$ cat config.mk
export PLATFORM = sky130hd
export DESIGN_NAME = vc_input_buffer
export DESIGN_NICKNAME = d
export VERILOG_FILES = /design/src/rtl/vc_input_buffer_pkg.sv /design/src/rtl/vc_input_buffer_fifo.sv /design/src/rtl/vc_input_buffer.sv
export SDC_FILE = /design/constraint.sdc
export NUM_CORES = 1
export LEC_CHECK = 0
export CAP_MARGIN = 20
export CORE_MARGIN = 4
export CORE_UTILIZATION = 40
export DETAILED_ROUTE_END_ITERATION = 16
export SYNTH_ARGS = -nofsm -noshare
export SYNTH_HDL_FRONTEND = slang
export SYNTH_SLANG_ARGS = --single-unit
$ cat constraint.sdc
create_clock -name clk -period 7.2 [get_ports clk]
set_clock_uncertainty 0.1 [all_clocks]
set_input_delay 1.44 -clock clk [delete_from_list [all_inputs] [get_ports clk]]
set_output_delay 1.44 -clock clk [all_outputs]
set_load 0.01 [all_outputs]
$ cat src/rtl/vc_input_buffer_pkg.sv
// Shared constants for the router input buffer: flit/VC widths, default VC depth, VC count.
// Optional feature macro used by the top level: VCBUF_CREDIT_EN (per-VC credit return pulses).
package vc_input_buffer_pkg;

`ifndef DATAW
`define DATAW 7
`endif
`ifndef VCHW
`define VCHW 0
`endif
`ifndef PORT
`define PORT 5
`endif
`ifndef VCBUF_DEPTH
`define VCBUF_DEPTH 4
`endif
`ifndef NVC
`define NVC 2
`endif

    localparam int FLIT_W    = `DATAW + 1;
    localparam int VCH_W     = `VCHW + 1;
    localparam int NUM_PORTS = `PORT;
    localparam int NUM_VC    = `NVC;
    localparam int DEF_DEPTH = `VCBUF_DEPTH;

endpackage

$ cat src/rtl/vc_input_buffer_fifo.sv
// vc_fifo: single-clock FIFO for one virtual channel with combinational head read.
// A pop on empty is ignored; a push on full is only accepted when a pop frees a slot.
module vc_fifo #(
    parameter int DEPTH = 4,
    parameter int WIDTH = 8
) (
    input  logic             clk,
    input  logic             rst,
    input  logic             i_push,
    input  logic             i_pop,
    input  logic [WIDTH-1:0] i_data,
    output logic [WIDTH-1:0] o_data,
    output logic             o_valid,
    output logic             o_full,
    output logic             o_pop_ok
);
    localparam int AW = $clog2(DEPTH);
    localparam int CW = AW + 1;
    localparam logic [CW-1:0] FULL_CNT = CW'(DEPTH);

    logic [WIDTH-1:0] r_mem [DEPTH];
    logic [AW-1:0]    r_wr_ptr;
    logic [AW-1:0]    r_rd_ptr;
    logic [CW-1:0]    r_count;
    logic             r_full;
    logic [CW-1:0]    w_count_next;
    logic             w_pop;
    logic             w_push;

    assign w_pop  = i_pop && (r_count != '0);
    assign w_push = i_push && (!r_full || w_pop);

    always_comb begin
        w_count_next = r_count;
        case ({w_push, w_pop})
            2'b10:   w_count_next = r_count + 1'b1;
            2'b01:   w_count_next = r_count - 1'b1;
            default: w_count_next = r_count;
        endcase
    end

    // Storage is cleared on reset so the head outputs read zero afterwards.
    always_ff @(posedge clk or posedge rst) begin
        if (rst) begin
            for (int i = 0; i < DEPTH; i++) begin
                r_mem[i] <= '0;
            end
            r_wr_ptr <= '0;
            r_rd_ptr <= '0;
            r_count  <= '0;
            r_full   <= 1'b0;
        end else begin
            if (w_push) begin
                r_mem[r_wr_ptr] <= i_data;
                r_wr_ptr        <= r_wr_ptr + 1'b1;
            end
            if (w_pop) begin
                r_rd_ptr <= r_rd_ptr + 1'b1;
            end
            r_count <= w_count_next;
            r_full  <= (w_count_next == FULL_CNT);
        end
    end

    assign o_data   = r_mem[r_rd_ptr];
    assign o_valid  = (r_count != '0);
    assign o_full   = r_full;
    assign o_pop_ok = w_pop;

endmodule

$ cat src/rtl/vc_input_buffer.sv
// Router input port buffer: steers link flits into per-VC FIFOs, exposes heads, flags overflow.
// Define VCBUF_CREDIT_EN to generate per-VC credit pulses; otherwise ocredit is tied low.
module vc_input_buffer
    import vc_input_buffer_pkg::*;
#(
    parameter int DEPTH = DEF_DEPTH,
    parameter int NVC   = NUM_VC
) (
    input  logic              clk,
    input  logic              rst,
    input  logic [FLIT_W-1:0] idata,
    input  logic              ivalid,
    input  logic [VCH_W-1:0]  ivch,
    input  logic [1:0]        ipop,
    output logic [FLIT_W-1:0] odata_0,
    output logic [FLIT_W-1:0] odata_1,
    output logic              ovalid_0,
    output logic              ovalid_1,
    output logic [1:0]        ofull,
    output logic [1:0]        ocredit,
    output logic              oerr
);
    logic [FLIT_W-1:0] w_head [NVC];
    logic [NVC-1:0]    w_push;
    logic [NVC-1:0]    w_valid;
    logic [NVC-1:0]    w_full;
    logic [NVC-1:0]    w_pop_ok;
    logic [NVC-1:0]    w_drop;
    logic              r_err;

    genvar gi;
    generate
        for (gi = 0; gi < NVC; gi++) begin : g_vc
            assign w_push[gi] = ivalid && (ivch == VCH_W'(gi));
            // A push to a full VC is lost unless the same edge pops that VC.
            assign w_drop[gi] = w_push[gi] && w_full[gi] && !w_pop_ok[gi];

            vc_fifo #(
                .DEPTH (DEPTH),
                .WIDTH (FLIT_W)
            ) u_fifo (
                .clk      (clk),
                .rst      (rst),
                .i_push   (w_push[gi]),
                .i_pop    (ipop[gi]),
                .i_data   (idata),
                .o_data   (w_head[gi]),
                .o_valid  (w_valid[gi]),
                .o_full   (w_full[gi]),
                .o_pop_ok (w_pop_ok[gi])
            );
        end
    endgenerate

    always_ff @(posedge clk or posedge rst) begin
        if (rst) begin
            r_err <= 1'b0;
        end else if (|w_drop) begin
            r_err <= 1'b1;
        end
    end

`ifdef VCBUF_CREDIT_EN
    logic [NVC-1:0] r_credit;

    always_ff @(posedge clk or posedge rst) begin
        if (rst) begin
            r_credit <= '0;
        end else begin
            r_credit <= w_pop_ok;
        end
    end

    assign ocredit = r_credit;
`else
    assign ocredit = 2'b00;
`endif

    assign odata_0  = w_head[0];
    assign odata_1  = w_head[1];
    assign ovalid_0 = w_valid[0];
    assign ovalid_1 = w_valid[1];
    assign ofull    = w_full;
    assign oerr     = r_err;

endmodule

==> results of run 1 <==
path summary, 6_finish.rpt:
check                      cells past startpoint  slack, ps                                      to
hold reg to reg                                2        370                        oerr$_DFFE_PP0P_
hold / removal                                 2        370                        oerr$_DFFE_PP0P_
max in group asynchronous                      4       5010    g_vc[0].u_fifo.r_mem[17]$_DFFE_PP0P_
min in group asynchronous                      3       1400  g_vc[0].u_fifo.r_wr_ptr[0]$_DFFE_PP0P_
setup reg to reg                               9       4320         g_vc[0].u_fifo.o_full$_DFF_PP0_
setup / recovery                               2       3460                              odata_0[0]
logic make-up after synthesis:
| logic type | Yosys count | synth area share (%) |
|---|---|---|
| and+or+nand+nor | 26 | 6.649 |
| other | 1 | 0.09721 |
| adders and majority gates | 12 | 4.282 |
| buffers and inverters | 29 | 3.730 |
| xor gates and xnor gates | 10 | 2.271 |
| AOI/OAI and AO/OA | 7 | 1.200 |
| muxes | 84 | 29.22 |
| DFF | 81 | 52.55 |
cells in the mapped netlist, drive strengths merged:
cell type and number:
mux4 16, nand2 5, or4b 2, a211oi 2, nor2b 1, inv 15
mux2i 2, xor2 2, or3 4, nand2b 2, o31ai 2, and2 1
mux2 66, nand4 8, xnor2 8, o21ai 2, clkbuf 3, ha 10
fa 2, and3 2, nand3 1, conb 1, dfrtp 81, buf 11
a31oi 1
final cells by class:
type                    count  area, um2  area share [%]
clock buffers               9      123.9           2.759
inverters                  15      57.56           1.282
repair buffers             36      375.4           8.361
well taps                 129      161.4           3.595
clock inverters             7      53.80           1.198
multi-input cells         141       1690           37.65
flip-flops and latches     81       2027           45.15
worst min-delay path: cells and delay by family, from the launching register on:
family          cells  cell delay, ps
compound gates      1              50
simple gates        1              40
flops               1             350
where the power goes:
part	internal [mW]	leakage [nW]	total, mW	switching, mW
Sequential	0.682	0.971	0.850	0.168
Combinational	0.549	0.820	0.848	0.299
Clock	0.127	0.0822	0.297	0.170
Total	1.36	1.87	2.00	0.637
flip-flops by register name (all words and copies together) (netlist names):
signal / flops
g_vc.u_fifo.o_full: 2
g_vc.u_fifo.r_rd_ptr: 4
g_vc.u_fifo.r_wr_ptr: 4
g_vc.u_fifo.r_mem: 64
g_vc.u_fifo.r_count: 6
oerr: 1
stage by stage:
stage / area (um2) / setup WS (ps) / hold slack, ps / total power, mW
finish: 4489 / 3463 / 365.2 / 1.996
global route: 4489 / 3287 / 394.4 / 2.138
CTS: 4462 / 3405 / 369.3 / 2.033
detailed placement: 4284 / 3123 / 351.8 / 1.724
global placement: 4284 / 3192 / 345.9 / 1.701
floorplan: 3861 / 3580 / 373.8 / 1.400
routing by layer:
layer | vias up | routed length [um] | GRT usage [%]
li1 | 968 | - | -
met1 | 1058 | 2978 | 16.04
met5 | - | 0 | 0
met4 | 0 | 60 | 3.330
met3 | 6 | 244 | 4.189
met2 | 29 | 3527 | 22.76
==> results by group, run 1 <==
Status
  • Outcome: completed

Yosys
  • Synth area leader: dfrtp_1
  • Mapped Area: 3857 um2
  • Mapped Cells: 250
  • Post-synthesis register bit count: 81
  • Synth warn: 0
  • Post-synth top area share: 52.55%
  • Cell types occupying the most area after synthesis: dfrtp_1, mux2_2, mux4_2
  • Post-Syn Area per Cell: 15.43 um2
  • Register area share after synthesis: 52.55%
  • Distinct cells, synth: 32

Critical path
  • Crit. Startpoint: g_vc[0].u_fifo.r_rd_ptr[0]$_DFFE_PP0P_
  • Worst reg2reg startpoint: g_vc[0].u_fifo.r_count[2]$_DFF_PP0_
  • Startpoint Class: register
  • Crit Path Class: reg -> out
  • Cells along the critical path: mux4_2 > clkdlybuf4s50_1
  • Crit path max-delay family: flip-flops
  • Largest stage delay, worst path: 750 ps
  • CP max stage cell: dfrtp_1
  • CP Data Required Time: 5660 ps
  • Crit end category: output port
  • Crit-path max FO: 10
  • Crit path arrival time: 2200 ps
  • Worst path buffer plus inverter count: 1

Timing
  • Slew headroom: 58.56%
  • RSZ-0062 raised after global routing: false
  • Crit path time final: 3737 ps
  • Final Setup Violations: 0
  • Final Hold Viols: 0
  • Crit share post-route: 51.90%
  • Least-Margin Pin Slew: 621.6 ps
  • Fmax: 267.6 MHz
  • Final slew viol count: 0
  • Setup Total Neg Slack: 0 ps

Final layout
  • Share of cells above drive strength 1: 39.10%
  • Most frequent cells in the layout: dfrtp_1, mux2_2, clkdlybuf4s50_1
  • Diodes inserted: 0
  • Post-Layout Cell Count: 418
  • Commonest non-fill, non-tap cell in the layout: dfrtp_1
  • Area growth, synth to finish: 16.38%
  • Filler cells: 833
  • Nets: 310
  • Post-layout util: 48.13%

Power
  • Peak VDD IR: 155.2 uV
  • Power per Cell Area: 444.6 nW/um2
  • Lkg Pwr: 1.872 nW

Placement
  • Dpl cells: 401
  • Routability cong.: 0.7247
  • Port bufs: 34
  • HPWL Detailed: 4.640 mm

Global routing
  • All-layer global routing usage: 13.20%
  • Vias in the first global route: 2198
  • Initial antenna violation count: 0
  • Total gr overflow: 0
  • Largest net degree at the start of global routing: 82
  • First-pass GRT wire length: 11.39 mm

Clock network
  • Cts bufs inserted: 9
  • CTS tree: done
  • Clk buf depth: 2
  • Post-CTS Hold Buffers: 0
  • Postcts setup bufs: 0
  • Root Buffer: clkbuf_8
  • Clock sinks: 81
  • CTS H-tree lvls: 3
  • Post_cts resized: 0
  • Worst-path clk slew: 80 ps
  • Clock latency on the worst-skew pair: 350 ps

Worst hold path
  • Worst Min Path Start: oerr$_DFFE_PP0P_
  • Worst min path class: reg -> reg

Route
  • Initial drt markers: 57
  • Drt pass-1 iters: 3
  • WL/cell: 16.29 um
  • Post-route ant nets: 0
  • Vias per std cell: 4.931
  • Vias post-DR: 2061
  • DRC: 0
  • Drt total wl: 6.811 mm

Floorplan
  • Die X-Extent: 106.2 um
  • Die height: 106.2 um
  • Core ar.: 9328 um2
  • # rows: 35
  • Die Area: 11280 um2
  • Initial Utilization: 41.35%
  • I/O pin count: 37

Job
  • Max-Cap Viols: 0
(Power assumes the default switching activity.)
==> run 2: changes to the inputs <==
==> constraint.sdc (replaced) <==
create_clock -name clk -period 3.8 [get_ports clk]
set_clock_uncertainty 0.1 [all_clocks]
set_input_delay 0.76 -clock clk [delete_from_list [all_inputs] [get_ports clk]]
set_output_delay 0.76 -clock clk [all_outputs]
set_load 0.01 [all_outputs]
==> run 2 against run 1 <==
Sequential share of layout area down 0.11 points. Sequential cell count stayed put. Final cell count increased by 0.24%. Setup slack lost 2700 ps. First-iteration DRC count fell by 7.0%. Cell area up 0.25%. Non-clock buffer count rose by 1. Global-route usage decreased by 0.21 points. Die area unchanged. Critical endpoint is now odata_0[5]. Routed wire length rose by 0.54%. Register-to-register slack lost 3400 ps. Sequential power up 91%.
==> results by group, run 2 (synthesis results as in run 1) <==
Timing
  • Least-Margin Pin Slew: 610.1 ps (was 621.6 ps)
  • Crit path time final: 3029 ps
  • Setup Total Neg Slack: 0 ps (unchanged)
  • Crit share post-route: 79.70%
  • Slew headroom: 59.32% (was 58.56%)
  • Final slew viol count: 0 (unchanged)
  • RSZ-0062 raised after global routing: false (unchanged)
  • Final Setup Violations: 0 (unchanged)
  • Final Hold Viols: 0 (unchanged)
  • Fmax: 330.2 MHz

Worst hold path
  • Hold Path Stages: 2 (unchanged)
  • Worst min path class: reg -> reg (unchanged)
  • Hold path endpoint: oerr$_DFFE_PP0P_ (unchanged)
  • Worst Min Path Start: oerr$_DFFE_PP0P_ (unchanged)

Route
  • Drt pass-1 iters: 4 (was 3)
  • WL/cell: 16.34 um (was 16.29 um)
  • Drt total wl: 6.848 mm (was 6.811 mm)
  • Initial drt markers: 53 (was 57)
  • Post-route ant nets: 0 (unchanged)
  • Vias per std cell: 4.950 (was 4.931)
  • Vias post-DR: 2074 (was 2061)
  • DRC: 0 (unchanged)

Critical path
  • Worst reg-to-reg setup slack: 910 ps (was 4320 ps)
  • Crit-path max FO: 10 (unchanged)
  • FF-to-FF path depth: 9 (unchanged)
  • Crit path arrival time: 2170 ps (was 2200 ps)
  • CP Data Required Time: 2940 ps (was 5660 ps)
  • Crit Path Class: reg -> out (unchanged)
  • Startpoint Class: register (unchanged)
  • Crit end category: output port (unchanged)
  • R2r endpoint: g_vc[0].u_fifo.o_full$_DFF_PP0_ (unchanged)
  • Worst reg2reg startpoint: g_vc[0].u_fifo.r_count[2]$_DFF_PP0_ (unchanged)

Floorplan
  • I/O pin count: 37 (unchanged)
  • Die X-Extent: 106.2 um (unchanged)
  • Die height: 106.2 um (unchanged)
  • Die Area: 11280 um2 (unchanged)
  • Initial Utilization: 41.35% (unchanged)
  • # rows: 35 (unchanged)
  • Core ar.: 9328 um2 (unchanged)

Power
  • Lkg Pwr: 1.889 nW (was 1.872 nW)
  • Peak VDD IR: 316.1 uV (was 155.2 uV)
  • Power per Cell Area: 850.5 nW/um2 (was 444.6 nW/um2)
  • Total power: 3.828 mW (was 1.996 mW)

Clock network
  • Clock latency on the worst-skew pair: 340 ps (was 350 ps)
  • Worst-path clk slew: 80 ps (about the same)
  • Cts bufs inserted: 9 (unchanged)
  • CTS tree: done (unchanged)
  • Postcts setup bufs: 0 (unchanged)
  • Post-CTS Hold Buffers: 0 (unchanged)
  • Root Buffer: clkbuf_8 (unchanged)
  • Clk buf depth: 2 (unchanged)
  • CTS H-tree lvls: 3 (unchanged)
  • Post_cts resized: 0 (unchanged)
  • Clock sinks: 81 (unchanged)

Global routing
  • All-layer global routing usage: 13.00% (was 13.20%)
  • Largest net degree at the start of global routing: 68 (was 82)
  • Vias in the first global route: 2125 (was 2198)
  • Initial antenna violation count: 0 (unchanged)
  • Total gr overflow: 0 (unchanged)
  • First-pass GRT wire length: 11.07 mm (was 11.39 mm)

Final layout
  • Filler cells: 844 (was 833)
  • Area growth, synth to finish: 16.67% (was 16.38%)
  • Most frequent cells in the layout: dfrtp_1, mux2_2, clkdlybuf4s50_1 (unchanged)
  • Nets: 311 (was 310)
  • Diodes inserted: 0 (unchanged)
  • Max reg flops: 64 (unchanged)
  • Share of cells above drive strength 1: 38.28% (was 39.10%)
  • Largest regs: g_vc.u_fifo.r_mem: 64 flops, g_vc.u_fifo.r_count: 6 flops (unchanged)
  • Top reg by flops: g_vc.u_fifo.r_mem (unchanged)
  • Commonest non-fill, non-tap cell in the layout: dfrtp_1 (unchanged)

Job
  • Max-Cap Viols: 0 (unchanged)

Status
  • Outcome: completed (unchanged)

Placement
  • Routability cong.: 0.7064 (was 0.7247)
  • Port bufs: 34 (unchanged)
  • HPWL Detailed: 4.733 mm (was 4.640 mm)
[run 2: changes by cell type in the layout (fill, tap and decap cells not counted)]
| cell | previous run | this run |
|---|---|---|
| clkbuf_1 | 0 | 3 |
| clkinvlp_4 | 3 | 0 |
| inv_6 | 2 | 0 |
| buf_12 | 0 | 1 |
| buf_16 | 1 | 0 |
| buf_4 | 1 | 2 |
| bufinv_16 | 0 | 1 |
| clkbuf_8 | 9 | 10 |
| clkinv_2 | 2 | 3 |
| clkinv_4 | 1 | 0 |
[run 2: final cells by class]
| type | instances | area, um2 | area share, % |
|---|---|---|---|
| timing repair buffer | 37 | 375.4 | 8.340 |
| multi-input combinational | 141 | 1690 | 37.56 |
| clock buffer | 13 | 148.9 | 3.308 |
| clock inverter | 3 | 40.04 | 0.8896 |
| tap | 129 | 161.4 | 3.586 |
| sequential | 81 | 2027 | 45.04 |
| inverter | 15 | 57.56 | 1.279 |
[run 2: critical path, stage by stage (launching register included)]
cell,delay (ps)
dfrtp_1,740
mux4_2,600
clkdlybuf4s50_1,500
[run 2: worst max-delay path by stage]
stage                                                      start                              end  slack (ps)  depth (start not counted)
after floorplan                                              rst  g_vc[0].u_fifo.o_full$_DFF_PP0_         860                          1
after global placement                                      ivch  g_vc[1].u_fifo.o_full$_DFF_PP0_         550                         10
after detailed placement                                    ivch  g_vc[1].u_fifo.o_full$_DFF_PP0_         450                         10
after CTS                 g_vc[0].u_fifo.r_rd_ptr[0]$_DFFE_PP0P_                       odata_0[3]         700                          2
after global routing      g_vc[0].u_fifo.r_rd_ptr[0]$_DFFE_PP0P_                       odata_0[5]         650                          2
final                     g_vc[0].u_fifo.r_rd_ptr[0]$_DFFE_PP0P_                       odata_0[5]         770                          2
[run 2: power by group]
group	switching (mW)	leakage (nW)	internal [mW]	total, mW
clock network	0.287	0.0974	0.321	0.608
registers	0.323	0.971	1.29	1.62
logic	0.562	0.821	1.04	1.60
total	1.17	1.89	2.66	3.83
[run 2: layer usage]
metal  share of wire [%]  GRT usage, %  vias up
met2                  50         21.72       31
li1                    -             -      963
met1                  45         15.90     1073
met4                 1.1         4.995        0
met3                 3.9         3.764        7
met5                   0             0        -
[run 2: stage by stage]
stage,utilization [%],setup WS (ps),area [um2],hold WS [ps],std cells
2_1_floorplan,-,859.9,3861,373.8,251
3_3_place_gp,46.22,546.6,4312,360.4,403
3_5_place_dp,46.22,454.7,4312,367.7,403
4_1_cts,48.25,696.4,4501,385.9,419
5_1_grt,48.25,646.7,4501,413.3,419
6_report,48.25,771.5,4501,381.8,419
